[config.mk]
export PLATFORM = sky130hd
export DESIGN_NAME = alu_share_arb
export DESIGN_NICKNAME = d
export VERILOG_FILES = /design/src/rtl/alu_share_arb.sv
export SDC_FILE = /design/constraint.sdc
export NUM_CORES = 1
export LEC_CHECK = 0
export CORE_AREA = 8 8 115 117
export CTS_CLUSTER_SIZE = 10
export DETAILED_ROUTE_END_ITERATION = 16
export DIE_AREA = 0 0 123 125
export DONT_BUFFER_PORTS = 1
export GPL_TIMING_DRIVEN = 0
export MAX_ROUTING_LAYER = met4
export PLACE_DENSITY = 0.62
export RECOVER_POWER = 100
export SETUP_SLACK_MARGIN = 0.5
export SLEW_MARGIN = 5
export SYNTH_ARGS = -nofsm -noshare
export SYNTH_HDL_FRONTEND = slang
export SYNTH_SLANG_ARGS = --single-unit
[constraint.sdc]
create_clock -name CLK -period 4.31 [get_ports CLK]
set_input_delay 0.862 -clock CLK [delete_from_list [all_inputs] [get_ports CLK]]
set_output_delay 0.862 -clock CLK [all_outputs]
set_load 0.05 [all_outputs]
[src/rtl/alu_share_arb.sv]
// alu_share_arb: shares one combinational ALU between two requesters.
// Each operation goes accept (IDLE) -> EXEC -> RESP. Operands and result are
// registered, and the ALU pins are always driven from the operand registers.
// Optional feature macro: ALU_ARB_ROUND_ROBIN_EN. When it is defined, ties are
// broken round-robin using LAST_GRANT. When it is undefined, port 0 always wins.
module alu_share_arb #(
    parameter int unsigned WIDTH = 32,
    parameter int unsigned FUN_W = 4
) (
    input  logic             CLK,
    input  logic             RST,
    input  logic             REQ0_VALID,
    output logic             REQ0_READY,
    input  logic [WIDTH-1:0] REQ0_A,
    input  logic [WIDTH-1:0] REQ0_B,
    input  logic [FUN_W-1:0] REQ0_FUN,
    input  logic             REQ1_VALID,
    output logic             REQ1_READY,
    input  logic [WIDTH-1:0] REQ1_A,
    input  logic [WIDTH-1:0] REQ1_B,
    input  logic [FUN_W-1:0] REQ1_FUN,
    output logic             RSP0_VALID,
    input  logic             RSP0_READY,
    output logic [WIDTH-1:0] RSP0_RESULT,
    output logic             RSP1_VALID,
    input  logic             RSP1_READY,
    output logic [WIDTH-1:0] RSP1_RESULT,
    output logic [WIDTH-1:0] ALU_A,
    output logic [WIDTH-1:0] ALU_B,
    output logic [FUN_W-1:0] ALU_FUN,
    input  logic [WIDTH-1:0] ALU_RESULT
);

    typedef enum logic [1:0] {
        S_IDLE = 2'd0,
        S_EXEC = 2'd1,
        S_RESP = 2'd2
    } state_e;

    state_e             state_q, state_d;
    logic               grant_q, grant_d;
    logic [WIDTH-1:0]   a_q, a_d;
    logic [WIDTH-1:0]   b_q, b_d;
    logic [FUN_W-1:0]   fun_q, fun_d;
    logic [WIDTH-1:0]   result_q, result_d;

    logic               any_valid_c;
    logic               grant_c;
    logic               accept_c;
    logic               rsp_ready_c;
    logic               rsp_done_c;

    assign any_valid_c = REQ0_VALID | REQ1_VALID;
    assign accept_c    = (state_q == S_IDLE) && any_valid_c && !RST;
    assign rsp_ready_c = grant_q ? RSP1_READY : RSP0_READY;
    assign rsp_done_c  = (state_q == S_RESP) && rsp_ready_c;

`ifdef ALU_ARB_ROUND_ROBIN_EN
    logic last_grant_q, last_grant_d;

    // Grant selection: on a tie, serve the port that did not go last
    always_comb begin
        grant_c = !REQ0_VALID;
        if (REQ0_VALID && REQ1_VALID) begin
            grant_c = !last_grant_q;
        end
    end

    // Remember who completed last; updated only on a response handshake
    always_comb begin
        last_grant_d = last_grant_q;
        if (rsp_done_c) begin
            last_grant_d = grant_q;
        end
    end

    // Round-robin history register; resets to 1 so port 0 wins the first tie
    always_ff @(posedge CLK or posedge RST) begin
        if (RST) begin
            last_grant_q <= 1'b1;
        end else begin
            last_grant_q <= last_grant_d;
        end
    end
`else
    // Grant selection: fixed priority, port 1 only when port 0 is idle
    always_comb begin
        grant_c = !REQ0_VALID;
    end
`endif

    // FSM state register
    always_ff @(posedge CLK or posedge RST) begin
        if (RST) begin
            state_q <= S_IDLE;
        end else begin
            state_q <= state_d;
        end
    end

    // FSM next-state logic
    always_comb begin
        state_d = state_q;
        case (state_q)
            S_IDLE:  if (any_valid_c) state_d = S_EXEC;
            S_EXEC:  state_d = S_RESP;
            S_RESP:  if (rsp_ready_c) state_d = S_IDLE;
            default: state_d = S_IDLE;
        endcase
    end

    // FSM outputs: request READY only in IDLE outside reset, response VALID only in RESP
    always_comb begin
        REQ0_READY = 1'b0;
        REQ1_READY = 1'b0;
        RSP0_VALID = 1'b0;
        RSP1_VALID = 1'b0;
        if (accept_c) begin
            REQ0_READY = !grant_c;
            REQ1_READY = grant_c;
        end
        if (state_q == S_RESP) begin
            RSP0_VALID = !grant_q;
            RSP1_VALID = grant_q;
        end
    end

    // Datapath next values: capture operands on accept and the ALU result in EXEC
    always_comb begin
        grant_d  = grant_q;
        a_d      = a_q;
        b_d      = b_q;
        fun_d    = fun_q;
        result_d = result_q;
        if (accept_c) begin
            grant_d = grant_c;
            a_d     = grant_c ? REQ1_A   : REQ0_A;
            b_d     = grant_c ? REQ1_B   : REQ0_B;
            fun_d   = grant_c ? REQ1_FUN : REQ0_FUN;
        end
        if (state_q == S_EXEC) begin
            result_d = ALU_RESULT;
        end
    end

    // Datapath registers
    always_ff @(posedge CLK or posedge RST) begin
        if (RST) begin
            grant_q  <= 1'b0;
            a_q      <= '0;
            b_q      <= '0;
            fun_q    <= '0;
            result_q <= '0;
        end else begin
            grant_q  <= grant_d;
            a_q      <= a_d;
            b_q      <= b_d;
            fun_q    <= fun_d;
            result_q <= result_d;
        end
    end

    assign ALU_A       = a_q;
    assign ALU_B       = b_q;
    assign ALU_FUN     = fun_q;
    assign RSP0_RESULT = result_q;
    assign RSP1_RESULT = result_q;

endmodule

==> results.txt, run 1 <==
* Final hold slack: 0.5468 ns
- Antenna violation net count after detailed routing: 0
- Clock tree synthesis inserted a total of 9 buffers.
- For flop-to-flop paths, the worst setup slack is 2.27 ns.
* Unrepaired setup endpoints after global routing: no
- Required time worst endpoint: 3.45 ns
- For this design, the slowest cell found on the critical path is nor2b_1.
- The average instance in the mapped netlist occupies 14.69 um^2.
- Antenna violations before repair: 0
- Result of the run: complete, but fails checks
- For the finished layout, the period the worst path requires is 3.496 ns.
* Sum of buffers and inverters on the critical path: 2
- The hold violation count in the final report was 0.
- Num Clock Sinks: 103
- Global routing met2 resource utilization: 28.16%
- Post-layout nets: 522
- Number of vias per cell after detailed routing: 5.294
* Die Height: 125 um
- Kind of cell with the highest combined delay on the critical path: simple AND/OR/NAND/NOR gates
- Remaining global-route overflow: 0
- Largest net degree at the start of global routing: 61
* Ordered list of cells on the worst path: buf_4 > nor2_1 > nor4_4 > buf_6 > nor2b_1
- Core Footprint: 11610 um^2
* Global route hottest layer: met2
* Row count: 40
- The die covers 15380 um^2.
- For the pin with the worst max-slew slack, the measured transition is 1.955 ns.
- TritonCTS built the clock tree.
- In the final timing run, aggregate negative setup slack is 0 ns.
- In this run the worst path has a maximum fanout of 10.
- The first routing iteration left 67 violations.
* Summed instance area of the synthesized netlist: 4937 um^2
- The final reports fail on capacitance limit, slew limit.
- For this run, global-route usage on met3 was measured as 6.166%.
- Number of pins with negative max-slew slack in the final report: 45
- The Yosys step of the flow raised 0 warnings.
- Number of global-route vias before repair: 3156
* First-pass GRT wire length: 18.66 mm
* Sum of net half-perimeters after detailed placement: 10.35 mm
- Measured in cells, the most critical reg-to-reg path has a length of 3.
- Count of TritonRoute iterations in the first routing pass: 3
- Fmax achieved: 286.1 MHz
- Vias post-DR: 2647
* Count of cells along the worst hold path: 1
- Once layout is complete, the utilization of the core stands at 45.28%.
* Boundary pin count: 310
- At the end of routability-driven placement, the weighted congestion stood at 0.7260.
- Setup violations remaining at the end of the flow were counted as 0.
* Number of antenna repair diodes: 0
- Max transition margin: -31.03%
- Area delta synth->final: 6.488%
* Worst-Skew Late Latency: 0.34 ns
- Met1 demand-to-capacity share in global routing: 16.55%
* Delay contributed by the slowest stage of the critical path: 0.78 ns
- Width of the chip: 123 um
- Synthesis produced a netlist whose cell count is 336.
- Synth Net Count: 510
* Post-route fraction of the period consumed by the critical path: 81.11%
- Sequential area share after synthesis: 52.20%
* Crit Path Category: in2out
* Port-buffer cells: 0
- Max-Cap Viols: 1
* Number of setup buffers added after CTS: 0
- H-tree Lvls: 3
* Critical Path Start Type: input pin
* Average wire per cell in the routed design: 25.24 um
* Share of layout cells above drive strength 1: 51.56%
* Number of storage elements in the synthesis netlist: 103
- Initial core utilization: 42.52%
- Worst-path clk slew: 0.07 ns
* DRC: 0
* Maximum buffer depth of the clock tree: 2
- Post-synthesis cell type count: 16
* Clock skew after layout: 0.005337 ns
- Post-cts gate resize count: 0
* Total of hold buffers inserted after clock tree synthesis: 0
- The tree is rooted in a clkbuf_16.
* Class of the most critical hold timing path: reg2reg
* Crit path capture type: output pin
* Critical path data arrival time: 2.63 ns
* Logic depth of the worst setup path including buffers: 5
- Total wirelength of the detailed-routed design: 12.62 mm
* Total routing resource utilization after global routing: 16.34%
* Fillers: 1094
==> sequential cells by signal (all words and copies together), names as in the netlist <==
signal and count:
ALU_A 32, ALU_B 32, ALU_FUN 4, RSP0_RESULT 32
grant_q 1, state_q 2
==> layout by cell type (no fill, tap or decap) <==
| cell | instances |
|---|---|
| mux2i_1 | 1 |
| nor4_4 | 1 |
| buf_6 | 1 |
| clkinvlp_2 | 1 |
| clkinvlp_4 | 2 |
| buf_4 | 1 |
| clkinv_2 | 3 |
| nor2b_1 | 1 |
| clkbuf_16 | 9 |
| nor3_1 | 1 |
| clkbuf_1 | 49 |
| dfrtp_1 | 103 |
| mux2_1 | 8 |
| clkbuf_8 | 1 |
| o21ai_0 | 1 |
| mux2_2 | 161 |
| inv_1 | 1 |
| nand2b_1 | 2 |
| clkbuf_2 | 1 |
| nor2_1 | 3 |
| bufinv_16 | 1 |
| and2_0 | 1 |
==> cell families after synthesis <==
kind of cell | count (synthesis) | share of synthesized area, %
AND/OR/NAND/NOR | 9 | 1.267
AO/OA/AOI/OAI | 1 | 0.1013
flip-flops | 103 | 52.20
buffers and inverters | 53 | 7.679
multiplexers | 170 | 38.75
==> synthesized netlist by cell type <==
library cell | instances | area share [%]
buf_4 | 33 | 5.0
nor2b_1 | 1 | 0.13
nand2b_1 | 2 | 0.25
mux2_2 | 162 | 37
clkbuf_1 | 8 | 0.61
inv_1 | 2 | 0.15
buf_6 | 7 | 1.6
o21ai_0 | 1 | 0.10
mux2i_1 | 1 | 0.20
nor4_4 | 1 | 0.43
mux2_1 | 7 | 1.6
buf_2 | 3 | 0.30
dfrtp_1 | 103 | 52
and2_1 | 1 | 0.13
nor2_1 | 3 | 0.23
nor3_1 | 1 | 0.10
==> worst register-to-register path, delay by kind of cell (launching register included) <==
family                 cells  cell delay, ns
and+or+nand+nor            1            0.60
DFF                        1            0.43
muxes                      1            0.40
buffers and inverters      1            0.49
==> layout make-up <==
cell class / count / area (um^2) / share of cell area (%)
Sequential cell: 103 / 2577 / 49.02
Multi-Input combinational cell: 180 / 1981 / 37.67
Clock buffer: 10 / 239.0 / 4.545
Buffer: 51 / 202.7 / 3.855
Tap cell: 147 / 183.9 / 3.498
Clock inverter: 6 / 60.06 / 1.142
Inverter: 2 / 8.758 / 0.1666
Timing Repair Buffer: 1 / 5.005 / 0.09519
==> per-stage QoR <==
stage / setup slack, ns / instances / cell area [um^2]
after floorplan: 0.7442 / 336 / 4937
after global placement: -0.3290 / 483 / 5121
after detailed placement: 0.5825 / 484 / 5151
after CTS: 0.5680 / 500 / 5450
after global routing: 0.6022 / 500 / 5258
final: 0.8142 / 500 / 5258
==> worst paths after layout <==
check / to / from
worst max-delay path: REQ1_READY / REQ0_VALID
worst min-delay path: state_q[0] / state_q[1]
worst max register to register: ALU_A[11] / state_q[0]
worst min register to register: state_q[0] / state_q[1]
max in group asynchronous: ALU_B[18] / RST
min in group asynchronous: state_q[1] / RST
==> routing by layer <==
metal	routed length (um)	vias to the layer above	share of wire [%]
met3	1556	13	12
met4	194	0	1.5
li1	-	1164	-
met2	6581	180	52
met1	4285	1290	34
met5	0	-	0
Power of run 1 is not shown: default switching activity piles up to over one toggle a cycle in this logic, so the estimate is an artifact.
==> run 2: changes to the inputs <==
==> constraint.sdc (replaced) <==
create_clock -name CLK -period 3.5 [get_ports CLK]
set_input_delay 0.7 -clock CLK [delete_from_list [all_inputs] [get_ports CLK]]
set_output_delay 0.7 -clock CLK [all_outputs]
set_load 0.05 [all_outputs]
==> results.txt, run 2 (synthesis gave the netlist of run 1 again) <==
- Post-route minimum period: 2.930 ns
- Worst-margin pin slew: 1.599 ns (was 1.955 ns)
- The data required time of the critical path is 2.80 ns (was 3.45 ns).
- The post-route antenna net violation count was 0 (unchanged).
- Crit path capture type: output pin (unchanged)
- The mean number of vias per cell is 5.289 (was 5.294).
* Num CTS Buffers: 9 (unchanged)
- The headroom to the max-slew limit was -7.171% (was -31.03%).
* Commonest non-fill, non-tap cells in the layout: 162 x mux2_2, 103 x dfrtp_1, 51 x clkbuf_1 (was 161 x mux2_2, 103 x dfrtp_1, 49 x clkbuf_1)
* Row count: 40 (unchanged)
- The vertical extent of the die came to 125 um (unchanged).
- Worst-Skew Late Latency: 0.34 ns (about the same)
- The worst setup path category was in2out (unchanged).
- The sum of routed wire length over all layers was 12.20 mm (was 12.62 mm).
* Critical Path Start Type: input pin (unchanged)
- The commonest non-fill, non-tap cell in the layout was mux2_2 (unchanged).
- The DRC violation total after the first TritonRoute iteration was 60 (was 67).
* Remaining global-route overflow: 0 (unchanged)
- The placeable core area was 11610 um^2 (unchanged).
- The root buffer selected by CTS is clkbuf_16 (unchanged).
* Antenna violations before repair: 0 (unchanged)
- Unrepaired setup endpoints after global routing: no (unchanged)
* Num Clock Sinks: 103 (unchanged)
- The filler cell count is 1074 (was 1094).
* Result of the run: complete, but fails checks (unchanged)
- Slack of the critical path: 0.5696 ns (was 0.8142 ns)
- First-pass GRT wire length: 18.04 mm (was 18.66 mm)
- Fmax achieved: 341.2 MHz
- Class of the most critical hold timing path: in2reg (was reg2reg)
- Count of TritonRoute iterations in the first routing pass: 4 (was 3)
- The hold-fix buffer count after cts was 0 (unchanged).
* Maximum fanout count along the critical path: 10 (unchanged)
- Placed cell count: 485 (was 484)
* Number of pins with negative max-slew slack in the final report: 34 (was 45)
- Average wire per cell in the routed design: 24.30 um (was 25.24 um)
* Sum of net half-perimeters after detailed placement: 9.959 mm (was 10.35 mm)
- Largest net degree at the start of global routing: 39 (was 61)
* Die Outline Area: 15380 um^2 (unchanged)
- The arrival time at the worst endpoint was 2.23 ns (was 2.63 ns).
- Max-Cap Viols: 1 (unchanged)
- The final critical path takes up 83.73% of the cycle.
- Share of layout cells above drive strength 1: 51.83% (was 51.56%)
* Worst-path clk slew: 0.07 ns (about the same)
* Placer's final routability congestion estimate: 0.7471 (was 0.7260)
* Setup TNS Final: 0 ns (unchanged)
- The detailed-route DRC error count is 0 (unchanged).
* Final core area utilization: 45.64% (was 45.28%)
- The global-route total usage across every layer was 15.74% (was 16.34%).
- The total of buffers placed on input and output ports is 0 (unchanged).
- Vias post-DR: 2655 (was 2647)
- The hold violation count in the final report was 0 (unchanged).
* Maximum buffer depth of the clock tree: 2 (unchanged)
- The number of global-route vias before repair is 3182 (was 3156).
* Clock skew after layout: 0.004166 ns (was 0.005337 ns)
- Post-Layout Cell Count: 502 (was 500)
- The CTS tree is built (unchanged).
- The number of nets in the layout came to 524 (was 522).
- Boundary pin count: 310 (unchanged)
- Worst Setup Slack post-DPL: 0.08290 ns (was 0.5825 ns)
- Area delta synth->final: 7.324% (was 6.488%)
- H-tree Lvls: 3 (unchanged)
* Final setup violation count: 0 (unchanged)
- Violated checks: capacitance limit, slew limit (unchanged)
- The antenna cell count is 0 (unchanged).
* Initial core utilization: 42.52% (unchanged)
- Width of the chip: 123 um (unchanged)
run 2: path summary, 6_finish.rpt:
path	slack, ns	startpoint	to	cells after the start
setup / recovery	0.57	REQ0_VALID	REQ1_READY	5
hold / removal	0.50	ALU_RESULT[31]	RSP0_RESULT[31]	1
setup reg to reg	1.26	state_q[0]	ALU_A[18]	4
hold reg to reg	0.54	state_q[1]	state_q[0]	1
max in group asynchronous	2.08	RST	ALU_A[10]	2
min in group asynchronous	0.62	RST	RSP0_RESULT[28]	1
run 2: per-stage QoR:
stage,hold slack [ns],instance area (um^2)
floorplan,0.5016,4941
global placement,0.5127,5125
detailed placement,0.5292,5165
CTS,0.3724,5482
global route,0.4861,5299
finish,0.5040,5299
run 2: area by class of cell:
cell class | count | area, um^2 | area share (%)
plain buffers | 51 | 195.2 | 3.684
clock buffers | 10 | 239.0 | 4.510
clock inverters | 6 | 67.56 | 1.275
inverters | 2 | 8.758 | 0.1653
multi-input cells | 180 | 1983 | 37.43
flip-flops and latches | 103 | 2577 | 48.64
well taps | 147 | 183.9 | 3.471
repair buffers | 3 | 43.79 | 0.8264
run 2: per-layer routing:
layer	routed length, um	global-route usage (%)	vias to the layer above
met5	0	-	-
met4	161	5.741	0
met3	1399	5.311	11
met2	6461	27.33	175
met1	4176	16.03	1299
li1	-	-	1170
run 2: repair_timing:
action	CTS	global route
setup buffers	1	0
resized for setup	1	0
endpoints found under the setup margin	2	0
run 2: worst max-delay path, cell delays in order:
cell	delay (ns)
buf_4	0.17
nor2_1	0.10
nor4_4	0.24
clkbuf_1	0.43
nor2b_2	0.59
Power of run 2 is left out for the same reason.
==> run 3: changes to the inputs <==
--- a/config.mk
+++ b/config.mk
@@ -12,7 +12,7 @@
 export DONT_BUFFER_PORTS = 1
 export GPL_TIMING_DRIVEN = 0
 export MAX_ROUTING_LAYER = met4
-export PLACE_DENSITY = 0.62
+export PLACE_DENSITY = 0.64
 export RECOVER_POWER = 100
 export SETUP_SLACK_MARGIN = 0.5
 export SLEW_MARGIN = 5
==> constraint.sdc (replaced) <==
create_clock -name CLK -period 2.6 [get_ports CLK]
set_input_delay 0.52 -clock CLK [delete_from_list [all_inputs] [get_ports CLK]]
set_output_delay 0.52 -clock CLK [all_outputs]
set_load 0.05 [all_outputs]
==> results.txt, run 3 (synthesis gave the netlist of run 1 again) <==
- The weighted congestion at the end of routability-driven global placement is 0.7309 (was 0.7471).
- Total of hold buffers inserted after clock tree synthesis: 0 (unchanged)
- Initial core utilization: 42.52% (unchanged)
* Worst-path clk slew: 0.07 ns (about the same)
* Class of the most critical hold timing path: in2reg (unchanged)
* H-tree Lvls: 3 (unchanged)
- Ordered list of cells on the worst path: nor4_4 > clkbuf_1 > buf_12 > nor2b_4 (was buf_4 > nor2_1 > nor4_4 > clkbuf_1 > nor2b_2).
- Maximum fanout count along the critical path: 4 (was 10)
- Total routing resource utilization after global routing: 15.60% (was 15.74%)
- The sequential standard cell area is 2577 um^2 (unchanged).
* Final hold slack: 0.3228 ns (was 0.5040 ns)
- The initial antenna violation count was 0 (unchanged).
- Die Outline Area: 15380 um^2 (unchanged)
* Required time worst endpoint: 2.08 ns (was 2.80 ns)
* Num CTS Buffers: 9 (unchanged)
- The count of final setup violators is 0 (unchanged).
- Post-route minimum period: 2.292 ns
- The library cell contributing the largest single delay on the critical path was dfrtp_1 (was nor2b_2).
- Met3 routed wirelength: 1.324 mm (was 1.399 mm)
* Final core area utilization: 46.11% (was 45.64%)
- CTS tree: built (unchanged)
- The combined buffer and inverter count along the critical path was 2 (unchanged).
- The DRC violation total after the first TritonRoute iteration is 41 (was 60).
- Crit Path Category: reg2out (was in2out)
* Critical Path Start Type: flop (was input pin)
- The number of global-route vias before repair was 3056 (was 3182).
- Post-layout nets: 527 (was 524)
- Placed cell count: 485 (unchanged)
- Crit path capture type: output pin (unchanged)
- The antenna cell count was 0 (unchanged).
- Area delta synth->final: 8.439% (was 7.324%)
- The wire length of the first global-routing pass was 17.68 mm (was 18.04 mm).
- Result of the run: completed (was complete, but fails checks).
* Post-route fraction of the period consumed by the critical path: 88.15%
- The post-route antenna net violation count came to 0 (unchanged).
- Share of layout cells above drive strength 1: 54.47% (was 51.83%)
- The overall die width was 123 um (unchanged).
* Vias post-DR: 2664 (was 2655)
* Critical path data arrival time: 1.77 ns (was 2.23 ns)
* Worst-Skew Late Latency: 0.34 ns (about the same)
- Sum of routed wire segments on met1: 4.182 mm (was 4.176 mm)
- The count of boundary I/O pins came to 310 (unchanged).
- The count of non-filler cells in the finished layout was 505 (was 502).
* Met2 layer wire length in the routed design: 6.366 mm (was 6.461 mm)
- Timing would allow up to 436.3 MHz.
- Core Footprint: 11610 um^2 (unchanged)
- Sum of net half-perimeters after detailed placement: 9.992 mm (was 9.959 mm)
- The count of pins over their slew limit came to 0 (was 34).
- Area taken by multi-input logic gates: 1992 um^2 (was 1983 um^2)
* Max-Cap Viols: 0 (was 1)
- The transition time of the tightest slew-check pin is 1.380 ns (was 1.599 ns).
- The filler cell count came to 1053 (was 1074).
* Max transition margin: 7.512% (was -7.171%)
- Delay contributed by the slowest stage of the critical path: 0.43 ns (was 0.59 ns)
* Final hold violation count: 0 (unchanged)
- Kind of cell with the highest combined delay on the critical path: simple AND/OR/NAND/NOR gates (unchanged)
- Row count: 40 (unchanged)
* Commonest non-fill, non-tap cells in the layout: 162 x mux2_2, 103 x dfrtp_1, 45 x clkbuf_1 (was 162 x mux2_2, 103 x dfrtp_1, 51 x clkbuf_1)
- The number of search-and-repair iterations in the first detailed-routing pass came to 4 (unchanged).
- The routed wirelength normalized by instance count came to 24.06 um (was 24.30 um).
- Port-buffer cells: 0 (unchanged)
* Number of vias per cell after detailed routing: 5.275 (was 5.289)
- The final clock skew is 0.004342 ns (was 0.004166 ns).
* Leading cell type in the layout, fill and taps excluded: mux2_2 (unchanged)
- DP Area: 5177 um^2 (was 5165 um^2)
- The vertical extent of the die was 125 um (unchanged).
- DRC: 0 (unchanged)
* Total non-filler cell area in the finished layout: 5354 um^2 (was 5299 um^2)
- The root buffer selected by CTS was clkbuf_16 (unchanged).
- The highest metal layer with signal wires is met4 (unchanged).
- Num Clock Sinks: 103 (unchanged)
- Total wirelength of the detailed-routed design: 12.15 mm (was 12.20 mm)
- The total congestion overflow was 0 (unchanged).
- Largest net degree at the start of global routing: 38 (was 39)
- Unrepaired setup endpoints after global routing: yes (was no).
- Maximum buffer depth of the clock tree: 2 (unchanged)
## run 3: repair_timing
| item | CTS | global route |
|---|---|---|
| endpoints found under the setup margin | 4 | 4 |
| setup buffers | 4 | 0 |
| pin swaps | 1 | 0 |
| resized for setup | 3 | 1 |
## run 3: stage by stage
step                TNS [ns]  setup slack, ns
floorplan                  0           0.4086
global placement    -0.02234         -0.02234
detailed placement  -0.02809         -0.02809
CTS                        0           0.3552
global route               0           0.2101
finish                     0           0.3082
## run 3: worst paths after layout
path,to,slack (ns),depth (start not counted),startpoint
setup / recovery,REQ1_READY,0.31,4,state_q[1]
hold / removal,RSP0_RESULT[6],0.32,1,ALU_RESULT[6]
setup reg to reg,ALU_A[0],0.40,5,state_q[1]
min in group asynchronous,ALU_A[29],0.36,1,RST
hold reg to reg,state_q[0],0.56,1,state_q[1]
max in group asynchronous,ALU_B[23],0.79,2,RST
## run 3: layer usage
layer | vias to the layer above | track usage, %
met5 | - | -
met2 | 167 | 27.04
met1 | 1301 | 15.48
met4 | 0 | 6.875
met3 | 18 | 5.266
li1 | 1178 | -
## run 3: worst reg2reg max path: cells and delay by family, from the launching register on
family | cells | cell delay (ns)
buf+inv | 3 | 1.05
flops | 1 | 0.43
mux | 1 | 0.35
simple gates | 1 | 0.25
## run 3: area by class of cell
type	instances	share of cell area, %
Sequential cell	103	48.14
Multi-Input combinational cell	180	37.20
Buffer	51	4.814
Clock buffer	9	4.207
Tap cell	147	3.435
Clock inverter	7	1.496
Timing Repair Buffer	6	0.5375
Inverter	2	0.1636
Power of run 3 is left out for the same reason.
